## config.mk

```make
export PLATFORM = sky130hd
export DESIGN_NAME = uart_rx_fifo_flat
export DESIGN_NICKNAME = d
export VERILOG_FILES = /design/src/rtl/uart_rx_fifo_if.sv /design/src/rtl/uart_rx_fifo.sv /design/src/flat_wrapper.sv
export SDC_FILE = /design/constraint.sdc
export NUM_CORES = 1
export LEC_CHECK = 0
export CAP_MARGIN = 20
export CORE_AREA = 2 2 119 144
export DETAILED_ROUTE_END_ITERATION = 10
export DIE_AREA = 0 0 121 146
export PLACE_DENSITY_LB_ADDON = 0.05
export SYNTH_ARGS = -nofsm -noshare
export SYNTH_HDL_FRONTEND = slang
export SYNTH_SLANG_ARGS = --single-unit
```

## constraint.sdc

```tcl
create_clock -name clk_clk -period 4.73 [get_ports clk_clk]
set_input_delay 1.419 -clock clk_clk [delete_from_list [all_inputs] [get_ports clk_clk]]
set_output_delay 1.419 -clock clk_clk [all_outputs]
set_load 0.01 [all_outputs]
```

## src/rtl/uart_rx_fifo_if.sv

```systemverilog
// uart_rx_fifo_if: serial line, CPU pop/clear strobes and FIFO/status view.
// master: line + CPU side (uart_rx, rd_en, clr_status out; FIFO view in).
// slave : receiver side (line/strobes in; rd_data, flags, count, status, irq out).
interface uart_rx_fifo_if #(
    parameter int DATA_W     = 8,
    parameter int FIFO_DEPTH = 16
);
    localparam int CW = $clog2(FIFO_DEPTH) + 1;

    logic              uart_rx;
    logic              rd_en;
    logic              clr_status;
    logic [DATA_W-1:0] rd_data;
    logic              rx_empty;
    logic              rx_full;
    logic [CW-1:0]     rx_count;
    logic [2:0]        status;
    logic              rx_irq;

    modport master (
        output uart_rx, rd_en, clr_status,
        input  rd_data, rx_empty, rx_full, rx_count, status, rx_irq
    );

    modport slave (
        input  uart_rx, rd_en, clr_status,
        output rd_data, rx_empty, rx_full, rx_count, status, rx_irq
    );
endinterface

```

## src/rtl/uart_rx_fifo.sv

```systemverilog
// uart_rx_fifo: oversampling UART receiver feeding a FWFT receive FIFO,
// with sticky status {overrun, parity_err, frame_err} and a level IRQ.
// Ports: clk_clk, reset_reset (sync, active high), bus (uart_rx_fifo_if.slave).
// Optional parity bit: define UART_RX_PARITY_EN (sense from PARITY_ODD).
module uart_rx_fifo #(
    parameter int CLKS_PER_BIT = 434,
    parameter int DATA_W       = 8,
    parameter int FIFO_DEPTH   = 16,
    parameter int PARITY_ODD   = 0
) (
    input  logic          clk_clk,
    input  logic          reset_reset,
    uart_rx_fifo_if.slave bus
);
    localparam int CNT_W = $clog2(CLKS_PER_BIT);
    localparam int BIT_W = $clog2(DATA_W);
    localparam int PTR_W = $clog2(FIFO_DEPTH);
    localparam int LVL_W = PTR_W + 1;

    localparam logic [CNT_W-1:0] HALF_END = CNT_W'(CLKS_PER_BIT / 2 - 1);
    localparam logic [CNT_W-1:0] BIT_END  = CNT_W'(CLKS_PER_BIT - 1);
    localparam logic [BIT_W-1:0] LAST_BIT = BIT_W'(DATA_W - 1);
    localparam logic [LVL_W-1:0] DEPTH    = LVL_W'(FIFO_DEPTH);

    typedef enum logic [2:0] {
        IDLE      = 3'd0,
        START     = 3'd1,
        DATA      = 3'd2,
`ifdef UART_RX_PARITY_EN
        PARITY    = 3'd3,
`endif
        STOP      = 3'd4,
        WAIT_HIGH = 3'd5
    } state_e;

    // Input synchronizer; third flop only for falling-edge detection.
    logic sync1_q, sync2_q, sync3_q;
    logic rx_s, fall;

    always_ff @(posedge clk_clk) begin
        if (reset_reset) begin
            sync1_q <= 1'b1;
            sync2_q <= 1'b1;
            sync3_q <= 1'b1;
        end else begin
            sync1_q <= bus.uart_rx;
            sync2_q <= sync1_q;
            sync3_q <= sync2_q;
        end
    end

    assign rx_s = sync2_q;
    assign fall = sync3_q & ~sync2_q;

    state_e            state_q, state_d;
    logic [CNT_W-1:0]  cnt_q, cnt_d;
    logic [BIT_W-1:0]  bit_q, bit_d;
    logic [DATA_W-1:0] shift_q, shift_d;
    logic              bad_q, bad_d;
    logic              bit_end;
    logic              push_req, frame_set;

    assign bit_end = (cnt_q == BIT_END);

`ifdef UART_RX_PARITY_EN
    logic par_bad, par_set;
    // Data plus received parity bit must XOR to the configured sense.
    assign par_bad = (^{shift_q, rx_s}) != (PARITY_ODD != 0);
`else
    logic unused_par;
    // Parity sense has no meaning without the parity bit.
    assign unused_par = (PARITY_ODD != 0);
`endif

    always_ff @(posedge clk_clk) begin
        if (reset_reset) begin
            state_q <= IDLE;
            cnt_q   <= '0;
            bit_q   <= '0;
            shift_q <= '0;
            bad_q   <= 1'b0;
        end else begin
            state_q <= state_d;
            cnt_q   <= cnt_d;
            bit_q   <= bit_d;
            shift_q <= shift_d;
            bad_q   <= bad_d;
        end
    end

    always_comb begin
        state_d = state_q;
        cnt_d   = cnt_q + 1'b1;
        bit_d   = bit_q;
        shift_d = shift_q;
        bad_d   = bad_q;
        unique case (state_q)
            IDLE: begin
                cnt_d = '0;
                if (fall) begin
                    state_d = START;
                    bit_d   = '0;
                    bad_d   = 1'b0;
                end
            end
            START: begin
                // Half-bit wait lands every later sample mid-bit.
                if (cnt_q == HALF_END) begin
                    cnt_d   = '0;
                    state_d = rx_s ? IDLE : DATA;
                end
            end
            DATA: begin
                if (bit_end) begin
                    cnt_d   = '0;
                    shift_d = {rx_s, shift_q[DATA_W-1:1]};
                    bit_d   = bit_q + 1'b1;
                    if (bit_q == LAST_BIT) begin
`ifdef UART_RX_PARITY_EN
                        state_d = PARITY;
`else
                        state_d = STOP;
`endif
                    end
                end
            end
`ifdef UART_RX_PARITY_EN
            PARITY: begin
                if (bit_end) begin
                    cnt_d   = '0;
                    bad_d   = par_bad;
                    state_d = STOP;
                end
            end
`endif
            STOP: begin
                if (bit_end) begin
                    cnt_d   = '0;
                    state_d = rx_s ? IDLE : WAIT_HIGH;
                end
            end
            WAIT_HIGH: begin
                cnt_d = '0;
                if (rx_s) state_d = IDLE;
            end
            default: state_d = IDLE;
        endcase
    end

    always_comb begin
        push_req  = 1'b0;
        frame_set = 1'b0;
`ifdef UART_RX_PARITY_EN
        par_set   = 1'b0;
`endif
        unique case (state_q)
`ifdef UART_RX_PARITY_EN
            PARITY: par_set = bit_end && par_bad;
`endif
            STOP: begin
                push_req  = bit_end && rx_s && !bad_q;
                frame_set = bit_end && !rx_s;
            end
            default: ;
        endcase
    end

    // Receive FIFO; count is the level, pointers wrap freely.
    logic [DATA_W-1:0] mem_q [FIFO_DEPTH];
    logic [PTR_W-1:0]  wr_q, rd_q;
    logic [LVL_W-1:0]  count_q, count_d;
    logic              empty_q, full_q;
    logic              pop, do_push, ovr_set;

    assign pop     = bus.rd_en & ~empty_q;
    // A pop in the same cycle frees the slot the push needs.
    assign do_push = push_req & (~full_q | pop);
    assign ovr_set = push_req & full_q & ~pop;

    always_comb begin
        count_d = count_q;
        unique case ({do_push, pop})
            2'b10:   count_d = count_q + 1'b1;
            2'b01:   count_d = count_q - 1'b1;
            default: ;
        endcase
    end

    always_ff @(posedge clk_clk) begin
        if (reset_reset) begin
            wr_q    <= '0;
            rd_q    <= '0;
            count_q <= '0;
            empty_q <= 1'b1;
            full_q  <= 1'b0;
        end else begin
            if (do_push) wr_q <= wr_q + 1'b1;
            if (pop)     rd_q <= rd_q + 1'b1;
            count_q <= count_d;
            empty_q <= (count_d == '0);
            full_q  <= (count_d == DEPTH);
        end
    end

    always_ff @(posedge clk_clk) begin
        if (!reset_reset && do_push) mem_q[wr_q] <= shift_q;
    end

    // Sticky status: an event in the clear cycle still sets its bit.
    logic [2:0] status_q, status_d;

    always_comb begin
        status_d[0] = frame_set | (status_q[0] & ~bus.clr_status);
`ifdef UART_RX_PARITY_EN
        status_d[1] = par_set | (status_q[1] & ~bus.clr_status);
`else
        status_d[1] = 1'b0;
`endif
        status_d[2] = ovr_set | (status_q[2] & ~bus.clr_status);
    end

    always_ff @(posedge clk_clk) begin
        if (reset_reset) status_q <= '0;
        else             status_q <= status_d;
    end

    assign bus.rd_data  = empty_q ? '0 : mem_q[rd_q];
    assign bus.rx_empty = empty_q;
    assign bus.rx_full  = full_q;
    assign bus.rx_count = count_q;
    assign bus.status   = status_q;
    assign bus.rx_irq   = ~empty_q;
endmodule

```

## src/flat_wrapper.sv

```systemverilog
// flat-port wrapper written by rule: the top's interface ports become plain ports
module uart_rx_fifo_flat 
#(
    parameter int CLKS_PER_BIT = 434,
    parameter int DATA_W       = 8,
    parameter int FIFO_DEPTH   = 16,
    parameter int PARITY_ODD   = 0
)
  (clk_clk, reset_reset, bus_uart_rx, bus_rd_en, bus_clr_status, bus_rd_data, bus_rx_empty, bus_rx_full, bus_rx_count, bus_status, bus_rx_irq);
  uart_rx_fifo_if #(.DATA_W(DATA_W), .FIFO_DEPTH(FIFO_DEPTH)) bus_i ();
  input  logic clk_clk;
  input  logic reset_reset;
  input wire logic [$bits(bus_i.uart_rx)-1:0] bus_uart_rx;
  input wire logic [$bits(bus_i.rd_en)-1:0] bus_rd_en;
  input wire logic [$bits(bus_i.clr_status)-1:0] bus_clr_status;
  output wire logic [$bits(bus_i.rd_data)-1:0] bus_rd_data;
  output wire logic [$bits(bus_i.rx_empty)-1:0] bus_rx_empty;
  output wire logic [$bits(bus_i.rx_full)-1:0] bus_rx_full;
  output wire logic [$bits(bus_i.rx_count)-1:0] bus_rx_count;
  output wire logic [$bits(bus_i.status)-1:0] bus_status;
  output wire logic [$bits(bus_i.rx_irq)-1:0] bus_rx_irq;
  assign bus_i.uart_rx = bus_uart_rx;
  assign bus_i.rd_en = bus_rd_en;
  assign bus_i.clr_status = bus_clr_status;
  assign bus_rd_data = bus_i.rd_data;
  assign bus_rx_empty = bus_i.rx_empty;
  assign bus_rx_full = bus_i.rx_full;
  assign bus_rx_count = bus_i.rx_count;
  assign bus_status = bus_i.status;
  assign bus_rx_irq = bus_i.rx_irq;
  uart_rx_fifo #(.CLKS_PER_BIT(CLKS_PER_BIT), .DATA_W(DATA_W), .FIFO_DEPTH(FIFO_DEPTH), .PARITY_ODD(PARITY_ODD)) u_core (.clk_clk(clk_clk), .reset_reset(reset_reset), .bus(bus_i));
endmodule
```

# Word level (Yosys, flattened, before mapping)
# Memory sizes are Yosys's and may differ from the RTL's. A register that Yosys moved wholly into a read port is not among the register bits.
# Index checks and enable logic that the tools add are counted.
[classes] bitwise_logic=15 n_reduce_logical=13 addsub=6 muxes=23 n_eq_ne=16
[ops] op="$mux W3" count=9
[ops] op="$pmux W9 S3" count=1
[ops] op="$mux W9" count=2
[ops] op="$pmux W3 S5" count=1
[ops] op="$ne A2 B1 Y1 const B" count=6
[ops] op="$pmux W5 S2" count=1
[ops] op="$add A9 B1 Y9 const B" count=1
[ops] op="$eq A3 B3 Y1 const B" count=3
[ops] op="$eq A9 B8 Y1 const B" count=1
[ops] op="$eq A9 B9 Y1 const B" count=1
[ops] op="$add A4 B1 Y4 const B" count=2
[ops] op="$mux W4" count=2
[ops] op="$mux W8" count=1
[ops] op="$and A1 B1 Y1" count=7
[ops] op="$pmux W3 S2" count=1
[ops] op="$reduce_and A6 Y1" count=1
[ops] op="$add A5 B1 Y5 const B" count=1
[ops] op="$eq A5 B5 Y1 const B" count=1
[ops] op="$logic_not A5 Y1" count=1
[ops] op="$not A1 Y1" count=5
[ops] op="$sub A5 B1 Y5 const B" count=1
[ops] op="$mux W1" count=4
[ops] op="$reduce_or A2 Y1" count=2
[ops] op="$add A3 B1 Y3 const B" count=1
[ops] op="12 further kinds" count=17
[word_totals] in_bits=5 ramBits=128 register_bits=44 n_memories=1
[memory_table] memory="u_core.mem_q" words=16 word_bits=8 read_ports=1 rd_clocked_by_memory_dff=1 wr=1 line="uart_rx_fifo.sv:169" rtl="logic [DATA_W-1:0] mem_q [FIFO_DEPTH];"

# Longest topological paths before layout
[depth] ltp_word=7 depth_mapped=15 ltp_nobuf=13

# Worst setup path before layout
# No wires, ideal clock.
[synth_path] path_type="input to register" from="input port bus_rd_en" to="register u_core.empty_q, in the netlist u_core.bus.rx_empty" n_path_buf=2 stages=13 setup_slack_ns=0.921 required_ns=4.660 arrival_time_ns=3.739 setup_time_ns=0.070 cell_sequence="nor2b_1 -> clkbuf_1 -> o2111ai_2 -> ha_1 -> clkbuf_1 -> xor2_1 -> ha_1 -> o21a_1 -> o21a_1 -> o32ai_1 -> mux2i_1 -> inv_1 -> a21oi_1"
[synth_between] elab_chain_len=6 word_cells_on_any_way=7 cone_classes="eq/ne: 2; mux: 1; bitwise: 3; reduce/logical: 1"
[synth_lines] element="from (decl)" line="flat_wrapper.sv:14" rtl="input wire logic [$bits(bus_i.rd_en)-1:0] bus_rd_en;"
[synth_lines] element="$and A1 B1 Y1 *" line="uart_rx_fifo.sv:175" rtl="assign pop = bus.rd_en & ~empty_q;"
[synth_lines] element="named net u_core.pop" line="uart_rx_fifo.sv:173" rtl="logic pop, do_push, ovr_set;"
[synth_lines] element="$or A1 B1 Y1" line="uart_rx_fifo.sv:177" rtl="assign do_push = push_req & (~full_q | pop);"
[synth_lines] element="$and A1 B1 Y1" line="uart_rx_fifo.sv:177"
[synth_lines] element="$eq A2 B1 Y1 / $eq A2 B2 Y1 (equally long branches)" line="uart_rx_fifo.sv:182" rtl="unique case ({do_push, pop})"
[synth_lines] element="$pmux W5 S2 *" line="uart_rx_fifo.sv:182"
[synth_lines] element="$logic_not A5 Y1 *" line="uart_rx_fifo.sv:200" rtl="empty_q <= (count_d == '0);"
[synth_lines] element="to (signal assigned)" line="uart_rx_fifo.sv:200"
[synth_lines] element="to (decl)" line="uart_rx_fifo.sv:172" rtl="logic empty_q, full_q;"
# The timed path passes the listed nets; every way through them passes the cells marked *.
# A chain may end at the register's enable or synchronous reset.

==> impl_metrics.csv <==
group,metric,value,unit
worst_setup_path,worst-setup-path-type,"reg2out",
logic_synthesis,synth.mux.area_fraction,13.87,%
logic_synthesis,ffs_w_async_s_r_synth,0,%
cts,clockRootBuffer,"sky130_fd_sc_hd__clkbuf_16",
routing,wire_per_inst,20.11,µm
floorplanning,core_box_area,0.01614,mm²
layout,multiInputGateArea,0.002276,mm²
layout,post-route-util,51.01,%
cts,postCtsSetupBuffers,0,
placement,post_place_cell_area,0.007666,mm²
floorplanning,rows,51,
floorplanning,floorplan.die.width,121,µm
global_routing,grt_antenna_before_repair,0,
timing,finalSetupViolations,0,
logic_synthesis,syn-mean-instance-area,15.86,µm²
layout,layout-area-overhead-vs-synth,14.11,%
logic_synthesis,synth_top_family_by_area,"multiplexers",
placement,dp.final_hpwl,9369,µm
global_routing,first_global_vias,3866,
timing,fin_skew,7.073,ps
routing,totalWireLength,14160,µm
cts,number_of_hold_repair_buffers_added_at_the_cts_stage,0,
placement,post-place-cells,672,
pwr,power.ir.vdd_worst,0.0002374,V
cts,tritoncts.num_buffers,17,
cts,htreeDepth,4,
status,outcome,"finished, final reports clean",
routing,residual_drc_count,0,
layout,design_area,0.008235,mm²
timing,rsz_0062_raised_after_global_routing,"false",
cts,clockBufferDepth,2,
layout,filler_cell_count,1361,
worst_setup_path,worst-endpoint-arrival,2950,ps
cts,cts-resized-gates,0,
layout,area_of_all_sequential_standard_cells,0.004786,mm²
placement,buffer_ports.inserted,22,
logic_synthesis,yosys_most_used_dff,"sky130_fd_sc_hd__edfxtp_1",
layout,fin_cells,704,
timing,finalHoldViolCount,0,
layout,fraction_of_final_layout_cells_with_drive_strength_greater_than_1,17.89,%
logic_synthesis,synth_compound_area_share,3.311,%
pwr,p_leak,2.709,nW
logic_synthesis,ys_seq_area_share,66.30,%
logic_synthesis,yosysWarnings,0,
timing,worst-slew-pin-transition,716.2,ps
cts,worst_setup_hold_path_clk_slew,60,ps
worst_setup_path,worstSetupEndpointType,"output pin",
min_path,min_path_type,"reg2reg",
logic_synthesis,ys_types,53,
worst_setup_path,timing.critical_path.from_type,"register",
timing,slew_headroom,52.19,%
global_routing,grtUsageTotal,17.21,%
logic_synthesis,synthesis.nets,474,
routing,drt_pre_antenna_iters,4,
routing,detail_route.vias_per_cell,5.315,
timing,timing.fmax,0.2289,GHz
cts,clk-insertion-delay-late,420,ps
floorplanning,floorplan.initialDensity,44.70,%
timing,setup_slack,361.3,ps
cts,cts.sinks,175,
floorplanning,floorplan.io_pins,24,
run,max-cap-violations,0,
worst_setup_path,required,3310,ps
timing,totalNegativeSetupSlack,0,ps
floorplanning,die-area,0.01767,mm²
routing,routed-via-count,3742,
timing,report.final.slew_viol_count,0,
layout,layout.nets,498,
logic_synthesis,synth_area,0.007217,mm²
layout,diodes,0,
placement,pre_cts_setup_slack,499.3,ps
logic_synthesis,synth-seq-cells,175,
cts,tritoncts,"yes",
floorplanning,floorplan.die.height,146,µm
logic_synthesis,synth_edf_count,128,
logic_synthesis,synth_xor_area_share,1.942,%
logic_synthesis,post_synth_inst_count,455,
logic_synthesis,yosys.area_share.simple,9.847,%
routing,detail_route.iter0.violations,309,
routing,postRouteAntennaNets,0,
logic_synthesis,synth-adder-area-share,2.427,%
global_routing,first_pass_grt_wire_length,22200,µm
global_routing,grt_start_max_net_pins,36,
global_routing,global_route.overflow_total,0,
timing,final.min_clock_period,4369,ps
worst_setup_path,critical_path_peak_fanout,16,
placement,routabilityCongestion,0.7531,
timing,tcrit_tclk_final,92.36,%
pwr,pwr_density_cell,366.8,mW/mm²
==> state kept, by name, indices dropped and copies added (netlist names), 2 cells and up, named ones only <==
signal               flops
u_core.mem_q           128
u_core.cnt_q             9
u_core.shift_q           8
u_core.bus.rx_count      5
u_core.rd_q              4
u_core.wr_q              4
u_core.bit_q             3
u_core.state_q           3
u_core.bus.status        2
==> critical path, stage by stage (launching register included) <==
cell and delay (ps):
sky130_fd_sc_hd__dfxtp_2 570, sky130_fd_sc_hd__buf_12 240, sky130_fd_sc_hd__mux4_2 560, sky130_fd_sc_hd__mux4_2 500
sky130_fd_sc_hd__and2_1 170, sky130_fd_sc_hd__clkdlybuf4s50_1 470
==> synth_stat cells, drive strengths merged (2+ instances only) <==
library cell | count | area (µm²)
nand2b | 3 | 26.27
edfxtp | 128 | 3844
o21a | 2 | 15.01
a22oi | 2 | 15.01
xnor2 | 6 | 52.55
nor4b | 2 | 17.52
nor2 | 41 | 153.9
inv | 11 | 41.29
or3 | 2 | 12.51
nand3 | 6 | 30.03
and4bb | 2 | 25.02
clkbuf | 14 | 55.05
nor3b | 6 | 55.05
or3b | 3 | 26.28
o32ai | 2 | 17.52
or2 | 4 | 25.02
xor2 | 10 | 87.58
and4b | 2 | 20.02
ha | 14 | 175.2
mux4 | 40 | 900.9
dfxtp | 47 | 940.9
nand4 | 3 | 18.77
o21ai | 3 | 15.01
and2 | 22 | 137.6
a31oi | 2 | 12.51
a21oi | 16 | 80.08
buf | 10 | 66.31
nor2b | 3 | 18.77
nor3 | 2 | 10.01
mux2i | 10 | 100.1
nand2 | 24 | 92.59
==> layer usage <==
layer | global-route usage, % | up-vias | part of all wire, %
li1 | - | 1764 | -
met1 | 22.59 | 1905 | 45
met2 | 28.51 | 55 | 51
met3 | 3.174 | 18 | 2.1
met4 | 6.279 | 0 | 1.7
met5 | 0 | - | 0
==> metrics by stage <==
step | hold slack [ps] | total power [W]
after global placement | 393.4 | 0.001711
final | 409.1 | 0.003021
after CTS | 410.3 | 0.003048
after global routing | 437.6 | 0.003121
after detailed placement | 396.2 | 0.001712
after floorplan | 389.5 | 0.001703
==> report_power, final <==
part / leakage, nW / switching (W) / total, W / internal [W]
Combinational: 0.865 / 0.0000233 / 0.0000437 / 0.0000204
Sequential: 1.57 / 0.00000680 / 0.00164 / 0.00163
Clock: 0.279 / 0.000545 / 0.00134 / 0.000796
Total: 2.71 / 0.000576 / 0.00302 / 0.00245
==> cells by family (layout without fill, tap and decap cells) <==
| logic type | Yosys count | after routing |
|---|---|---|
| AO/OA/AOI/OAI | 34 | 34 |
| XOR/XNOR | 16 | 16 |
| adder cells (fa/ha/maj) | 14 | 14 |
| buffers and inverters | 35 | 72 |
| flip-flops | 175 | 175 |
| multiplexers | 50 | 50 |
| other | 1 | 1 |
| AND/OR/NAND/NOR | 130 | 130 |
==> cell type report <==
cell class	count	share of cell area, %
Inverter	11	0.5014
Clock inverter	7	0.7445
Tap cell	212	3.221
Timing Repair Buffer	29	3.616
Clock buffer	25	6.168
Sequential cell	175	58.11
Multi-Input combinational cell	245	27.64
==> layout by cell type, fill, tap and decap left out, types with 10 or more instances in the layout <==
| cell type | count |
|---|---|
| sky130_fd_sc_hd__and2_1 | 22 |
| sky130_fd_sc_hd__a21oi_1 | 16 |
| sky130_fd_sc_hd__mux4_2 | 40 |
| sky130_fd_sc_hd__mux2i_1 | 10 |
| sky130_fd_sc_hd__nor2_1 | 41 |
| sky130_fd_sc_hd__dfxtp_1 | 46 |
| sky130_fd_sc_hd__nand2_1 | 23 |
| sky130_fd_sc_hd__inv_1 | 11 |
| sky130_fd_sc_hd__edfxtp_1 | 128 |
| sky130_fd_sc_hd__xor2_1 | 10 |
| sky130_fd_sc_hd__clkbuf_16 | 19 |
| sky130_fd_sc_hd__ha_1 | 14 |
| sky130_fd_sc_hd__clkdlybuf4s50_1 | 22 |
==> worst paths after layout <==
kind,startpoint,endpoint,slack [ps],cells after the start
hold reg to reg,u_core.sync1_q,u_core.rx_s,410,1
setup / recovery,register,bus_rd_data[3],360,5
hold / removal,u_core.sync1_q,u_core.rx_s,410,1
setup reg to reg,u_core.cnt_q[0],u_core.bus.rx_empty,1570,12
No activity file was read; power rests on OpenSTA's default activity.
